`config.mk`:
```
export PLATFORM = sky130hd
export DESIGN_NAME = spi_cmd_ctrl
export DESIGN_NICKNAME = d
export VERILOG_FILES = /design/src/rtl/vga_spi_pkg.sv /design/src/rtl/spi_wr_skid.sv /design/src/rtl/spi_cmd_ctrl.sv
export SDC_FILE = /design/constraint.sdc
export NUM_CORES = 1
export LEC_CHECK = 0
export CORE_MARGIN = 2
export CORE_UTILIZATION = 41
export DETAILED_ROUTE_END_ITERATION = 12
export PLACE_DENSITY = 0.73
export SYNTH_ARGS = -nofsm -noshare
export SYNTH_HDL_FRONTEND = slang
export SYNTH_HIERARCHICAL = 1
export SYNTH_SLANG_ARGS = --single-unit
```
`constraint.sdc`:
```
create_clock -name Clk -period 1.9 [get_ports Clk]
set_input_delay 0.38 -clock Clk [delete_from_list [all_inputs] [get_ports Clk]]
set_output_delay 0.38 -clock Clk [all_outputs]
set_load 0.01 [all_outputs]
```
`src/rtl/vga_spi_pkg.sv`:
```
// Shared definitions for the SPI command path feeding the VGA core:
// protocol opcodes, command sequencer states and the address byte count.
package vga_spi_pkg;

  localparam logic [7:0] OP_NOP    = 8'h00;
  localparam logic [7:0] OP_MEM_WR = 8'h01;
  localparam logic [7:0] OP_REG_WR = 8'h02;

  // Framebuffer addresses always arrive as this many bytes, high byte first.
  localparam int ADDR_BYTES = 2;

  typedef enum logic [2:0] {
    S_IDLE,
    S_OPCODE,
    S_ADDR_HI,
    S_ADDR_LO,
    S_MEM_DATA,
    S_REG_IDX,
    S_REG_VAL,
    S_DISCARD
  } state_t;

endpackage

```
`src/rtl/spi_wr_skid.sv`:
```
// Framebuffer write port with a one-entry holding register. It owns the
// MemWe/MemReady handshake; a byte arriving while both the output and the
// holding slot are occupied is flagged as an overflow and dropped.
module spi_wr_skid (
  input  logic       Clk,
  input  logic       Rst,
  input  logic       i_push,
  input  logic [7:0] i_data,
  input  logic       i_ready,
  output logic       o_we,
  output logic [7:0] o_data,
  output logic       o_accept,
  output logic       o_overflow
);

  logic       r_we;
  logic [7:0] r_data;
  logic       r_sk_vld;
  logic [7:0] r_sk_data;

  assign o_we       = r_we;
  assign o_data     = r_data;
  assign o_accept   = r_we & i_ready;
  assign o_overflow = i_push & r_we & ~i_ready & r_sk_vld;

  // Output slot and skid slot: refill the output from the skid on acceptance,
  // park a new byte in the skid while the output is stalled.
  always_ff @(posedge Clk) begin
    if (Rst) begin
      r_we      <= 1'b0;
      r_data    <= 8'h00;
      r_sk_vld  <= 1'b0;
      r_sk_data <= 8'h00;
    end else if (!r_we) begin
      if (i_push) begin
        r_we   <= 1'b1;
        r_data <= i_data;
      end
    end else if (i_ready) begin
      if (r_sk_vld) begin
        r_data   <= r_sk_data;
        r_sk_vld <= i_push;
        if (i_push) begin
          r_sk_data <= i_data;
        end
      end else if (i_push) begin
        r_data <= i_data;
      end else begin
        r_we <= 1'b0;
      end
    end else if (i_push && !r_sk_vld) begin
      r_sk_vld  <= 1'b1;
      r_sk_data <= i_data;
    end
  end

endmodule

```
`src/rtl/spi_cmd_ctrl.sv`:
```
// Command sequencer behind the SPI byte receiver. Decodes framed
// opcode/address/payload byte streams into framebuffer writes (with address
// auto-increment and back-pressure) and control-register write strobes.
module spi_cmd_ctrl
  import vga_spi_pkg::*;
#(
  parameter int ADDR_W     = 16,
  parameter int NREGS_LOG2 = 4
) (
  input  logic                  Clk,
  input  logic                  Rst,
  input  logic                  CSel,
  input  logic                  ByteValid,
  input  logic [7:0]            ByteIn,
  input  logic                  MemReady,
  output logic                  MemWe,
  output logic [ADDR_W-1:0]     MemAddr,
  output logic [7:0]            MemData,
  output logic                  RegWe,
  output logic [NREGS_LOG2-1:0] RegAddr,
  output logic [7:0]            RegData,
  output logic                  Busy,
  output logic                  Err
);

  state_t                  r_state;
  logic                    r_err;
  logic                    r_reg_we;
  logic [NREGS_LOG2-1:0]   r_reg_addr;
  logic [7:0]              r_reg_data;
  logic [ADDR_W-1:0]       r_mem_addr;
  logic [7:0]              r_addr_hi;

  logic                    w_push;
  logic                    w_accept;
  logic                    w_overflow;
  logic                    w_mem_we;
  logic [7:0]              w_mem_data;
  logic [8*ADDR_BYTES-1:0] w_addr_full;

  assign w_push      = (r_state == S_MEM_DATA) && ByteValid;
  assign w_addr_full = {r_addr_hi, ByteIn};

  spi_wr_skid u_skid (
    .Clk        (Clk),
    .Rst        (Rst),
    .i_push     (w_push),
    .i_data     (ByteIn),
    .i_ready    (MemReady),
    .o_we       (w_mem_we),
    .o_data     (w_mem_data),
    .o_accept   (w_accept),
    .o_overflow (w_overflow)
  );

  // Frame decoder: state, sticky error, register strobe and write address.
  always_ff @(posedge Clk) begin
    if (Rst) begin
      r_state    <= S_IDLE;
      r_err      <= 1'b0;
      r_reg_we   <= 1'b0;
      r_reg_addr <= '0;
      r_reg_data <= 8'h00;
      r_mem_addr <= '0;
      r_addr_hi  <= 8'h00;
    end else begin
      r_reg_we <= 1'b0;
      if (w_accept) begin
        r_mem_addr <= r_mem_addr + ADDR_W'(1);
      end
      if (w_overflow) begin
        r_err <= 1'b1;
      end
      case (r_state)
        S_IDLE: begin
          if (!CSel) begin
            r_state <= S_OPCODE;
            r_err   <= 1'b0;
          end
        end
        S_OPCODE: begin
          if (ByteValid) begin
            case (ByteIn)
              OP_NOP:    r_state <= S_OPCODE;
              OP_MEM_WR: r_state <= S_ADDR_HI;
              OP_REG_WR: r_state <= S_REG_IDX;
              default: begin
                r_state <= S_DISCARD;
                r_err   <= 1'b1;
              end
            endcase
          end
        end
        S_ADDR_HI: begin
          if (ByteValid) begin
            r_addr_hi <= ByteIn;
            r_state   <= S_ADDR_LO;
          end
        end
        S_ADDR_LO: begin
          if (ByteValid) begin
            r_mem_addr <= w_addr_full[ADDR_W-1:0];
            r_state    <= S_MEM_DATA;
          end
        end
        S_MEM_DATA: begin
          r_state <= S_MEM_DATA;
        end
        S_REG_IDX: begin
          if (ByteValid) begin
            r_reg_addr <= ByteIn[NREGS_LOG2-1:0];
            r_state    <= S_REG_VAL;
          end
        end
        S_REG_VAL: begin
          if (ByteValid) begin
            r_reg_data <= ByteIn;
            r_reg_we   <= 1'b1;
            r_state    <= S_DISCARD;
          end
        end
        S_DISCARD: begin
          r_state <= S_DISCARD;
        end
        default: begin
          r_state <= S_IDLE;
        end
      endcase
      // Frame end wins over the byte-driven transition; the byte itself
      // was still processed above.
      if (CSel && (r_state != S_IDLE)) begin
        r_state <= S_IDLE;
      end
    end
  end

  assign MemWe   = w_mem_we;
  assign MemAddr = r_mem_addr;
  assign MemData = w_mem_data;
  assign RegWe   = r_reg_we;
  assign RegAddr = r_reg_addr;
  assign RegData = r_reg_data;
  assign Err     = r_err;
  assign Busy    = (r_state != S_IDLE) || w_mem_we;

endmodule
```
=== After elaboration in Yosys (flattened, before gate mapping) ===
Cells that the tools add are included.

* Register bits after elaboration: 59
* Latch bits: 0
* RAM bits: 0
* Memory bits (read-only): 0
* Input port bits: 13
* Output and inout port bits: 40
* Logic and storage cells: 86
* Memories: 0

* Add/subtract/negate cells: 1
* Multiply operators: 0
* Divide/modulo/power cells: 0
* Order comparisons: 0
* Equality and inequality tests: 18
* Shifts and indexed selects: 0
* Mux-type cells: 32
* Bitwise gates (word level): 6
* Reduce and logical (&&, ||, !) cells: 18

{| class="wikitable"
|+ Operator list
! cell !! number
|-
| two-way mux 8 bit || 8
|-
| two-way mux 16 bit || 3
|-
| case mux 3 bit (8 select lines) || 1
|-
| two-way mux 3 bit || 6
|-
| adder 16 x 1 -> 16 bit, second input constant || 1
|-
| != test 2 bit, second input constant || 7
|-
| == test 3 bit, second input constant || 4
|-
| two-way mux 1 bit || 12
|-
| case mux 3 bit (3 select lines) || 1
|-
| == test 8 x 1 -> 1 bit, second input constant || 1
|-
| == test 8 x 2 -> 1 bit, second input constant || 1
|-
| zero test 8 bit || 1
|-
| AND reduction 2 bit || 4
|-
| == test 3 x 2 -> 1 bit, second input constant || 2
|-
| AND reduction 6 bit || 1
|-
| AND 1 bit || 4
|-
| != test 2 x 1 -> 1 bit, second input constant || 2
|-
| AND reduction 4 bit || 1
|-
| OR reduction 2 bit || 2
|-
| == test 3 x 1 -> 1 bit, second input constant || 1
|-
| logical AND 1 bit || 3
|-
| zero test 3 bit || 1
|-
| nonzero test 3 bit || 1
|-
| OR reduction 3 bit || 1
|-
| 5 further kinds || 6
|}

=== Logic depth before layout (Yosys ltp) ===
* Depth after elaboration: 9
* Gate-level depth with buffers: 7
* Gate-level depth less buffers: 5

=== Modules after synthesis ===
The synthesis kept the hierarchy.

{| class="wikitable"
|+ Modules (own cells, without submodules)
! module !! times used !! cells each !! area each (um2) !! sequential area each (um2)
|-
| spi_cmd_ctrl || 1 || 217 || 1834.3 || 820.8
|-
| spi_wr_skid || 1 || 85 || 868.3 || 360.3
|}

=== Worst setup path before layout ===
Ideal clock, no wire load.

* Kind: register -> register
* From: register u_skid.r_we (netlist: u_skid/o_we)
* To: register r_mem_addr[15] (netlist: MemAddr[15])
* Setup time: 0.091 ns
* Data arrival time: 1.757 ns
* Data required time: 1.809 ns
* Slack: 0.052 ns
* Cell stages (with the launch flop): 8
* Path buffers: 2
* Clock period less this slack: 1.848 ns
* Path through: dfxtp_1 > buf_4 > and2_1 > and4_1 > buf_2 > nand4_1 > or3_1 > a311oi_1

* Longest elaborated chain between the ends: 4

{| class="wikitable"
|+ Ends and longest elaborated chain
! what !! line !! RTL
|-
| start, declared || spi_wr_skid.sv:16 || <nowiki>logic r_we;</nowiki>
|-
| start signal, assigned || spi_wr_skid.sv:30 || <nowiki>r_we <= 1'b0;</nowiki>
|-
| start signal, assigned || spi_wr_skid.sv:36 || <nowiki>r_we <= 1'b1;</nowiki>
|-
| start signal, assigned || spi_wr_skid.sv:49 || <nowiki>r_we <= 1'b0;</nowiki>
|-
| AND 1 bit (*) || spi_wr_skid.sv:23 || <nowiki>assign o_accept = r_we & i_ready;</nowiki>
|-
| net w_accept || spi_cmd_ctrl.sv:35 || <nowiki>logic w_accept;</nowiki>
|-
| two-way mux 16 bit (*) || spi_cmd_ctrl.sv:68 || <nowiki>if (w_accept) begin</nowiki>
|-
| two-way mux 16 bit || spi_cmd_ctrl.sv:101 || <nowiki>if (ByteValid) begin</nowiki>
|-
| two-way mux 16 bit (*) || spi_cmd_ctrl.sv:74 || <nowiki>case (r_state)</nowiki>
|-
| end signal, assigned || spi_cmd_ctrl.sv:69 || <nowiki>r_mem_addr <= r_mem_addr + ADDR_W'(1);</nowiki>
|-
| end signal, assigned || spi_cmd_ctrl.sv:102 || <nowiki>r_mem_addr <= w_addr_full[ADDR_W-1:0];</nowiki>
|-
| end, declared || spi_cmd_ctrl.sv:31 || <nowiki>logic [ADDR_W-1:0] r_mem_addr;</nowiki>
|}

The timed path passes the listed nets; every way through them passes the cells marked *.
A chain may end at the register's enable or synchronous reset.

=== Final worst setup path ===
* From: register r_state[0]
* To: output port Busy

* Longest elaborated chain between the ends: 2

{| class="wikitable"
|+ Ends and longest elaborated chain
! what !! line !! RTL
|-
| start, declared || spi_cmd_ctrl.sv:26 || <nowiki>state_t r_state;</nowiki>
|-
| start signal, assigned || spi_cmd_ctrl.sv:59 || <nowiki>r_state <= S_IDLE;</nowiki>
|-
| start signal, assigned || spi_cmd_ctrl.sv:77 || <nowiki>r_state <= S_OPCODE;</nowiki>
|-
| start signal, assigned || spi_cmd_ctrl.sv:84 || <nowiki>OP_NOP: r_state <= S_OPCODE;</nowiki>
|-
| nonzero test 3 bit || spi_cmd_ctrl.sv:144 || <nowiki>assign Busy = (r_state != S_IDLE) || w_mem_we;</nowiki>
|-
| logical OR 1 bit || spi_cmd_ctrl.sv:144 ||
|-
| end, declared || spi_cmd_ctrl.sv:22 || <nowiki>output logic Busy,</nowiki>
|}

Every way passes these cells.

==> impl_metrics.env <==
export IMPL_ios=53
export IMPL_first_pass_iters=4
export IMPL_use_met3_pct=5.45
export IMPL_fin_tns_setup_ns=0
export IMPL_synth_top_area_share_pct=43.7
export IMPL_dieArea_um2=7260
export IMPL_gr_usage_met1_pct=26.2
export IMPL_die_w_um=85.2
export IMPL_grt_ovfl_total=0
export IMPL_worst_slew_pin_slew_ns=0.494
export IMPL_power_leakage_nw=1.34
export IMPL_period_minus_slack_ns=1.82
export IMPL_cts_setup_buffers=0
export IMPL_post_route_util_pct=57.6
export IMPL_synth_xor_xnor_area_share_pct=4.54
export IMPL_finalClockSkew_ns=0.00723
export IMPL_clock_root_buffer="clkbuf_8"
export IMPL_grt_pass1_wl_um=11100
export IMPL_initial_core_util_pct=42.6
export IMPL_via_per_inst=5.24
export IMPL_cp_start_kind="register"
export IMPL_grt_max_degree=54
export IMPL_synth_top_family_by_area="simple AND/OR/NAND/NOR gates"
export IMPL_worstSkewPairLatency_ns=0.32
export IMPL_synthFlopType="dfxtp_1"
export IMPL_fin_ws_ns=0.0801
export IMPL_vias=2381
export IMPL_maxSlewHeadroom_pct=67.0
export IMPL_synth_distinct_cells=42
export IMPL_yosysSeqAreaShare_pct=43.7
export IMPL_cts_tree="done"
export IMPL_port_buffers=52
export IMPL_synth_cell_area_um2=2700
export IMPL_num_antenna_cells=0
export IMPL_syn_area_per_cell_um2=8.95
export IMPL_muxShareOfSynthArea_pct=8.52
export IMPL_post_place_ws_ns=-0.300
export IMPL_grt_pass1_vias=2282
export IMPL_ff2ff_setup_slack_ns=0.30
export IMPL_outcome="finished clean"
export IMPL_cp_data_arrival_time_ns=1.44
export IMPL_cts_inserted_buffers=9
export IMPL_synthArstFlopShare_pct=0
export IMPL_min_to="RegWe"
export IMPL_fin_nets=386
export IMPL_hold_depth=2
export IMPL_final_period_utilization_pct=95.8
export IMPL_drt_iter0_markers=183
export IMPL_maxCapViolations=0
export IMPL_gp_congestion=0.795
export IMPL_synth_adder_area_share_pct=0.463
export IMPL_dieHeight_um=85.2
export IMPL_antenna_found_initial=0
export IMPL_fmax_ghz=0.549
export IMPL_ys_warn_count=6
export IMPL_clk_pin_slew_worst_paths_ns=0.07
export IMPL_cts_path_max_buffers=2
export IMPL_synth_area_leaders="dfxtp_1 44%, mux2i_1 8.5%, nor2_1 4.9%"
export IMPL_min_path_type="in -> reg"
export IMPL_path_class="reg -> out"
export IMPL_synth_largest_area_cell="dfxtp_1"
export IMPL_dpl_hpwl_um=4740
export IMPL_ys_ff_latch=59
export IMPL_met2_usage_pct=30.1
export IMPL_syn2layout_area_growth_pct=35.3
export IMPL_cts_max_level=3
export IMPL_num_rows=29
export IMPL_reg2reg_depth=5
export IMPL_synth_edf_count=0
export IMPL_detail_route_antenna_nets=0
export IMPL_clkSinkCount=59
export IMPL_reg2reg_from="u_skid/o_we"
export IMPL_crit_path_end_kind="output pin"
export IMPL_maxSlewViolCount=0
export IMPL_syn_num_nets=316
export IMPL_synth_compound_area_share_pct=13.8
export IMPL_track_usage_pct=19.5
export IMPL_whs_ns=0.366
export IMPL_drive_gt1_share_pct=14.1
export IMPL_syn_inst=302
export IMPL_p_total_mw=2.85
export IMPL_required_ns=1.52
export IMPL_core_area_um2=6350
export IMPL_drc=0
export IMPL_place_inst=438
export IMPL_top_usage_layer="met2"
export IMPL_worstReg2RegEnd="MemAddr[13]"
export IMPL_fin_cells=454
export IMPL_dpl_cell_area_um2=3440
export IMPL_setup_violations=0
export IMPL_routedWlPerCell_um=15.1
export IMPL_path_max_fanout=3
export IMPL_drt_wl_total_um=6870
export IMPL_p_per_area_nw_per_um2=780
export IMPL_min_delay_start="Rst"
export IMPL_synthSimpleGateAreaFrac_pct=24.5
export IMPL_rsz0062_at_grt="no"
export IMPL_hold_viol_final=0
export IMPL_hold_buffers=0
export IMPL_stdcell_area_um2=3660
export IMPL_peakVddDrop_mv=0.529
worst max-delay path by stage:
stage / startpoint / to / slack, ns / depth (start not counted)
2_1_floorplan: u_skid/o_we / MemAddr[15] / 0.05 / 7
3_3_place_gp: MemReady / MemAddr[15] / -0.20 / 6
5_1_grt: r_state[0] / Busy / 0.03 / 3
3_5_place_dp: MemReady / MemAddr[13] / -0.30 / 6
6_report: r_state[0] / Busy / 0.08 / 3
4_1_cts: MemAddr[3] / MemAddr[3] / 0.05 / 1
layout by cell type (no fill, tap or decap), types with 2 or more instances in the layout:
cell / instances
dfxtp_1: 58
clkdlybuf4s50_1: 50
nor2_1: 35
nand2_1: 27
buf_4: 27
mux2i_1: 23
nand2b_1: 20
a211oi_1: 15
a21oi_1: 12
clkbuf_8: 12
nand4_1: 8
xnor2_1: 8
nand3_1: 6
xor2_1: 6
and2_0: 6
a221o_1: 6
nor3_1: 5
o21ai_0: 4
and3_1: 3
a31oi_1: 3
clkbuf_1: 3
or2_2: 2
inv_1: 2
nor4_1: 2
and4_1: 2
or3_1: 2
a311oi_1: 2
nor3b_1: 2
o21a_1: 2
nor2b_1: 2
buf_2: 2
buf_12: 2
a21oi_2: 2
nand3b_1: 2
a221oi_1: 2
layout make-up:
type                    count  area (um^2)
fillers                   578         2690
multi-input cells         219         1410
flip-flops and latches     59         1180
repair buffers             81          753
clock buffers              15          176
well taps                  77         96.3
clock inverters             1         30.0
inverters                   2         7.51
state kept, by name, indices dropped and copies added (netlist names), 3 cells and up:
signal and flops:
u_skid/o_data 8, r_state 3, RegAddr 4, MemAddr 16, u_skid/r_sk_data 8, r_addr_hi 8, RegData 8
repair_timing:
action	4_1_cts	5_1_grt
endpoints found under the hold margin	0	0
resized for setup	5	4
setup endpoints to repair	1	3
Yosys cell counts, types with 2 or more instances:
| library cell | count |
|---|---|
| o21a_1 | 2 |
| or2_2 | 2 |
| o21ai_0 | 4 |
| dfxtp_1 | 59 |
| nand3b_1 | 2 |
| nor4_1 | 2 |
| nand2_1 | 27 |
| a31oi_1 | 3 |
| nor3b_1 | 2 |
| nor2_1 | 35 |
| a21oi_2 | 2 |
| buf_4 | 3 |
| mux2i_1 | 23 |
| nor3_1 | 5 |
| buf_6 | 2 |
| nand2b_1 | 20 |
| and2_0 | 6 |
| xnor2_1 | 8 |
| or3_1 | 3 |
| clkbuf_1 | 12 |
| and3_1 | 3 |
| a21oi_1 | 12 |
| inv_1 | 2 |
| buf_2 | 4 |
| a211oi_1 | 15 |
| and4_1 | 3 |
| nand3_1 | 6 |
| a221oi_1 | 2 |
| a311oi_1 | 2 |
| a221o_1 | 6 |
| xor2_1 | 6 |
| nand4_1 | 8 |
| nor2b_1 | 2 |
cell families (layout without fill, tap and decap cells):
logic type,count (synthesis),in the layout
AND/OR/NAND/NOR,129,129
flip-flops,59,59
AO/OA/AOI/OAI,52,52
buffers and inverters,24,99
multiplexers,23,23
XOR/XNOR,14,14
adder cells (fa/ha/maj),1,1
power breakdown:
part	internal, mW	switching [mW]	leakage [nW]
Combinational	0.187	0.181	0.764
Clock	0.716	0.466	0.104
Sequential	1.27	0.0294	0.477
worst max-delay path, cell delays in order, from the launching register on:
cell and delay (ns):
dfxtp_1 0.32, or3_4 0.39, or2_2 0.27, buf_2 0.14
per-layer routing:
layer  part of all wire (%)  up-vias
met5                      0        -
met4                   0.63        0
met3                    3.5        6
met2                     48       49
met1                     48     1122
li1                       -     1204
Note: power is estimated with default switching activity, not from simulation.
